### src/rtl/serial_magnitude_comparator_if.sv
// Handshake/operand/result bundle for serial_magnitude_comparator.
//   start         request, sampled only while the comparator is idle
//   A, B          WIDTH-bit operands, captured on an accepted start
//   busy          high while bits are being compared
//   done          one-cycle pulse when a result is registered
//   Y1, Y2, Y3    A > B, A == B, A < B (held until next result or reset)
//   cycles        bit-compare cycles used by the last operation
// Modports: master drives requests/operands, slave is the comparator.
interface serial_magnitude_comparator_if #(
  parameter int unsigned WIDTH = 8
) ();
  localparam int unsigned CW = $clog2(WIDTH + 1);

  logic             start;
  logic [WIDTH-1:0] A;
  logic [WIDTH-1:0] B;
  logic             busy;
  logic             done;
  logic             Y1;
  logic             Y2;
  logic             Y3;
  logic [CW-1:0]    cycles;

  modport master (
    output start, A, B,
    input  busy, done, Y1, Y2, Y3, cycles
  );

  modport slave (
    input  start, A, B,
    output busy, done, Y1, Y2, Y3, cycles
  );
endinterface

### src/rtl/serial_magnitude_comparator.sv
// Bit-serial magnitude comparator: captures A/B on start, compares MSB first
// one bit per clock, and registers Y1 (A>B) / Y2 (A==B) / Y3 (A<B) with a
// one-cycle done pulse.
// Ports: clk, rst (synchronous, active-high), bus (slave modport of
//   serial_magnitude_comparator_if: start, A, B, busy, done, Y1..Y3, cycles).
// Parameters: WIDTH (>= 2), EARLY_EXIT (1: stop at first differing bit).
// Build option: SIGNED_CMP_EN treats operands as two's complement by
//   inverting the sense of a difference found at the MSB.
module serial_magnitude_comparator #(
  parameter int unsigned WIDTH      = 8,
  parameter bit          EARLY_EXIT = 1'b1
) (
  input logic                          clk,
  input logic                          rst,
  serial_magnitude_comparator_if.slave bus
);
  localparam int unsigned   IW      = $clog2(WIDTH);
  localparam int unsigned   CW      = $clog2(WIDTH + 1);
  localparam logic [IW-1:0] IDX_TOP = IW'(WIDTH - 1);

  typedef enum logic {IDLE, SHIFT} state_t;

  state_t           state;
  logic [WIDTH-1:0] sa;
  logic [WIDTH-1:0] sb;
  logic [IW-1:0]    idx;
  logic [CW-1:0]    cnt;
  logic             diff_found;
  logic             diff_gt;

  logic bit_a;
  logic bit_b;
  logic differ;
  logic gt_bit;
  logic new_found;
  logic new_gt;
  logic last_bit;

  // Per-bit compare; the shift regs move left so the current bit is always the MSB.
  always_comb begin
    bit_a  = sa[WIDTH-1];
    bit_b  = sb[WIDTH-1];
    differ = bit_a ^ bit_b;
`ifdef SIGNED_CMP_EN
    // Sign bit: a set bit means the smaller value.
    gt_bit = (idx == IDX_TOP) ? (~bit_a & bit_b) : (bit_a & ~bit_b);
`else
    gt_bit = bit_a & ~bit_b;
`endif
    new_found = diff_found | differ;
    // Only the first (most significant) difference decides the result.
    new_gt    = diff_found ? diff_gt : gt_bit;
    last_bit  = (EARLY_EXIT & differ) | (idx == '0);
  end

  // Control FSM with registered outputs.
  always_ff @(posedge clk) begin
    if (rst) begin
      state      <= IDLE;
      sa         <= '0;
      sb         <= '0;
      idx        <= '0;
      cnt        <= '0;
      diff_found <= 1'b0;
      diff_gt    <= 1'b0;
      bus.busy   <= 1'b0;
      bus.done   <= 1'b0;
      bus.Y1     <= 1'b0;
      bus.Y2     <= 1'b0;
      bus.Y3     <= 1'b0;
      bus.cycles <= '0;
    end else begin
      bus.done <= 1'b0;
      case (state)
        IDLE: begin
          if (bus.start) begin
            sa         <= bus.A;
            sb         <= bus.B;
            idx        <= IDX_TOP;
            cnt        <= '0;
            diff_found <= 1'b0;
            diff_gt    <= 1'b0;
            bus.busy   <= 1'b1;
            state      <= SHIFT;
          end
        end
        SHIFT: begin
          if (last_bit) begin
            bus.Y1     <= new_found & new_gt;
            bus.Y2     <= ~new_found;
            bus.Y3     <= new_found & ~new_gt;
            bus.cycles <= cnt + CW'(1);
            bus.done   <= 1'b1;
            bus.busy   <= 1'b0;
            state      <= IDLE;
          end else begin
            sa         <= {sa[WIDTH-2:0], 1'b0};
            sb         <= {sb[WIDTH-2:0], 1'b0};
            idx        <= idx - IW'(1);
            cnt        <= cnt + CW'(1);
            diff_found <= new_found;
            diff_gt    <= new_gt;
          end
        end
        default: state <= IDLE;
      endcase
    end
  end
endmodule

### src/flat_wrapper.sv
// flat-port wrapper written by rule: the top's interface ports become plain ports
module serial_magnitude_comparator_flat 
#(
  parameter int unsigned WIDTH      = 8,
  parameter bit          EARLY_EXIT = 1'b1
)
  (clk, rst, bus_start, bus_A, bus_B, bus_busy, bus_done, bus_Y1, bus_Y2, bus_Y3, bus_cycles);
  serial_magnitude_comparator_if #(.WIDTH(WIDTH)) bus_i ();
  input logic clk;
  input logic rst;
  input wire logic [$bits(bus_i.start)-1:0] bus_start;
  input wire logic [$bits(bus_i.A)-1:0] bus_A;
  input wire logic [$bits(bus_i.B)-1:0] bus_B;
  output wire logic [$bits(bus_i.busy)-1:0] bus_busy;
  output wire logic [$bits(bus_i.done)-1:0] bus_done;
  output wire logic [$bits(bus_i.Y1)-1:0] bus_Y1;
  output wire logic [$bits(bus_i.Y2)-1:0] bus_Y2;
  output wire logic [$bits(bus_i.Y3)-1:0] bus_Y3;
  output wire logic [$bits(bus_i.cycles)-1:0] bus_cycles;
  assign bus_i.start = bus_start;
  assign bus_i.A = bus_A;
  assign bus_i.B = bus_B;
  assign bus_busy = bus_i.busy;
  assign bus_done = bus_i.done;
  assign bus_Y1 = bus_i.Y1;
  assign bus_Y2 = bus_i.Y2;
  assign bus_Y3 = bus_i.Y3;
  assign bus_cycles = bus_i.cycles;
  serial_magnitude_comparator #(.WIDTH(WIDTH), .EARLY_EXIT(EARLY_EXIT)) u_core (.clk(clk), .rst(rst), .bus(bus_i));
endmodule
### config.mk
export PLATFORM = sky130hd
export DESIGN_NAME = serial_magnitude_comparator_flat
export DESIGN_NICKNAME = d
export VERILOG_FILES = /design/src/rtl/serial_magnitude_comparator_if.sv /design/src/rtl/serial_magnitude_comparator.sv /design/src/flat_wrapper.sv
export SDC_FILE = /design/constraint.sdc
export NUM_CORES = 1
export LEC_CHECK = 0
export ABC_AREA = 1
export BUFFER_PORTS_ARGS = -buffer_cell sky130_fd_sc_hd__buf_4
export CAP_MARGIN = 30
export CORE_MARGIN = 3
export CORE_UTILIZATION = 40
export CTS_CLUSTER_SIZE = 24
export DETAILED_ROUTE_END_ITERATION = 6
export PLACE_DENSITY = 0.58
export SYNTH_ARGS = -nofsm -noshare
export SYNTH_HDL_FRONTEND = slang
export SYNTH_SLANG_ARGS = --single-unit
### constraint.sdc
create_clock -name clk -period 2.05 [get_ports clk]
set_clock_uncertainty 0.2 [all_clocks]
set_input_delay 0.41 -clock clk [delete_from_list [all_inputs] [get_ports clk]]
set_output_delay 0.41 -clock clk [all_outputs]
set_load 0.02 [all_outputs]
==> results.md <==
* Final WL at 3.17 mm
* Post-synth ARST share at 0
* Slew Viols, Final at 0
* Clk pin slew, worst setup/hold paths at ~0.070 ns
* Flops & latches, synth at 35
* Most common cell in the netlist: nand2_1
* Cell leakage power at about 0.90 nW
* Largest net degree at the start of global routing at 20
* Post-synthesis area per instance at around 7.4 um^2
* Ys flop type: dfxtp_1
* Initial drt markers at 42
* Clock buffer depth at 2
* Min Tclk post-route at 1.71 ns
* H-Tree Depth at 2
* Crit. End Element: flop
* Final setup margin at 0.335 ns
* Synth area leader: dfxtp_1
* Area contributors post-synth: dfxtp_1 (45%), nand2_1 (17%), nor2_1 (7.7%)
* Area Growth Syn to Fin at 18.8%
* Fmax at 0.583 GHz
* Cell count after synthesis at 212
* Clock Latency Late Sink at 0.29 ns
* Hold Buf Count CTS at 0
* Initial antenna violation count at 0
* Post-synth EDFFs at 0
* Final period util at 0.836
* Vias/cell at 4.66
* GRT Total Usage at 0.155
* Met1 wire length at 1.52 mm
* Row count at 22
* Synth top area share at 0.447
* Fill cells at around 410
* Post-Layout Cell Count at 289
* Slowest-stage cell, CP: dfxtp_1
* Worst R2R Setup Slack at 0.34 ns
* Post_cts resized at 0
* Die H at roughly 69 um
* Max cap viols at 0
* Synth top cells by count: nand2_1 (71), dfxtp_1 (35), nor2_1 (32)
* Pwr dens at 840 nW/um^2
* Worst Tran Pin Value at 0.469 ns
* ANT cells at 0
* Final hold vios at 0
* Drt drc at 0
* GP Congestion at 0.670
* Hold crit path type: in -> reg
* CTS Sinks at 35
* Pre-antenna DRT Iters at 4
* Vias in the first global route at 1263
* Core area at ~3700 um^2
* TritonCTS clock tree: built
* Area of the die at 4710 um^2
* CP Max Fanout at 19
* Metal2 WL at 1.47 mm
* I/O Buffers at 27
* CTS Buf Count at 5
* CP Launch Type: flop
* Depth of the most critical reg-to-reg path at 9
* Crit Path Class: reg -> reg
* Gr ovfl total at 0
* Post-Syn Area at 1570 um^2
* Final ANT Viol Nets at 0
* YS warnings at 0
* Unrepaired setup endpoints after global routing: false
* Met3 wire len at 112 um
* Detail Placement HPWL at 2.22 mm
* Max rail drop VDD at 0.454 mV
* Syn nets at 235
* Nets at 263
* CP Cell Sequence: inv_1 > ha_1 > ha_1 > inv_1 > nand3_4 > nand2_8 > inv_6 > nor2_1 > nor2_1
* CP peak stage delay at 0.31 ns
* Share of cells above drive strength 1 at 0.183
* Placed cell count at between 200 and 300
* Setup Buffers After CTS at 0
* Post-synth cell types at 24
* Arr. time, crit path at between 1.5 and 2 ns
* Status: finished clean
* First-pass GRT wire length at 5.40 mm
* Vias at 1348
* Routed len/inst at 11.0 um
* Finished Core Util at 0.502
* Design Power at about 1.6 mW
* Die W at 68.6 um
* Ports at 28
* Initial Utilization at 0.422
* DR top layer: met4
* DP Worst Slack at around 0.34 ns
* CTS Root Cell: clkbuf_8
* Setup TNS at 0 ns
* Sequential element share of the synthesized area at 0.447
* Finish-stage setup viols at 0
* Hold path cells at 3
* CP required at slightly above 2 ns
* Slew HR at 0.687
-- kinds of logic after synthesis --
logic type      Yosys count  share of synthesized area
simple gates            121                      0.338
flops                    35                      0.447
compound gates           29                      0.101
buf+inv                  22                     0.0766
fa+ha+maj                 4                     0.0319
xor+xnor                  1                    0.00558
-- per-layer routing --
metal | vias to the layer above | GRT usage
li1 | 723 | -
met1 | 597 | 0.192
met2 | 20 | 0.244
met3 | 8 | 0.0389
met4 | 0 | 0.0819
met5 | - | 0
-- final timing paths --
path                                                        start                                 to
worst max-delay path                   u_core.idx[0]$_SDFFE_PP0P_          u_core.sa[4]$_SDFFE_PP0P_
worst min-delay path                                     bus_B[0]          u_core.sb[0]$_SDFFE_PP0P_
worst max register to register         u_core.idx[0]$_SDFFE_PP0P_          u_core.sa[4]$_SDFFE_PP0P_
worst min register to register  u_core.bus.cycles[0]$_SDFFE_PP0P_  u_core.bus.cycles[0]$_SDFFE_PP0P_
-- cell type report --
class / count / area [um^2] / area share
inverters: 15 / 63.8 / 0.0342
well taps: 48 / 60.1 / 0.0322
flip-flops and latches: 35 / 701 / 0.376
multi-input cells: 155 / 748 / 0.401
repair buffers: 28 / 210 / 0.113
clock inverters: 1 / 5.00 / 0.00268
clock buffers: 7 / 76.3 / 0.0409
-- power by group --
| group | switching, mW | internal, mW |
|---|---|---|
| combinational | 0.192 | 0.117 |
| sequential | 0.0342 | 0.743 |
| clock | 0.241 | 0.238 |
-- state kept, by name (all words and copies together) (netlist names) --
signal / cells
u_core.bus.Y2: 1
u_core.sb: 8
u_core.state: 1
u_core.bus.cycles: 4
u_core.diff_gt: 1
u_core.cnt: 4
u_core.idx: 3
u_core.diff_found: 1
u_core.bus.Y1: 1
u_core.bus.Y3: 1
u_core.sa: 8
u_core.bus.done: 1
u_core.bus.busy: 1
-- layout by cell type (no fill, tap or decap), types with 2 or more instances in the layout --
| master | count |
|---|---|
| inv_1 | 13 |
| nand2_8 | 2 |
| nand3_1 | 10 |
| nor2_1 | 32 |
| nand2_1 | 71 |
| dfxtp_1 | 35 |
| o21ai_0 | 18 |
| clkbuf_8 | 5 |
| clkbuf_1 | 2 |
| ha_1 | 4 |
| buf_4 | 28 |
| a21oi_2 | 3 |
| a21oi_1 | 7 |
-- worst max-delay path, delay by kind of cell, from the launching register on --
kind | cells | cell delay, ns
buffers and inverters | 3 | 0.25
flip-flops | 1 | 0.31
AND/OR/NAND/NOR | 4 | 0.47
adder cells (fa/ha/maj) | 2 | 0.36
-- through the flow --
step | hold WS (ns) | cell area (um^2)
detailed placement | 0.236 | 1780
global placement | 0.235 | 1780
global route | 0.180 | 1860
finish | 0.178 | 1860
CTS | 0.176 | 1860
floorplan | 0.238 | 1570
Power figures use the tool's default switching activity.
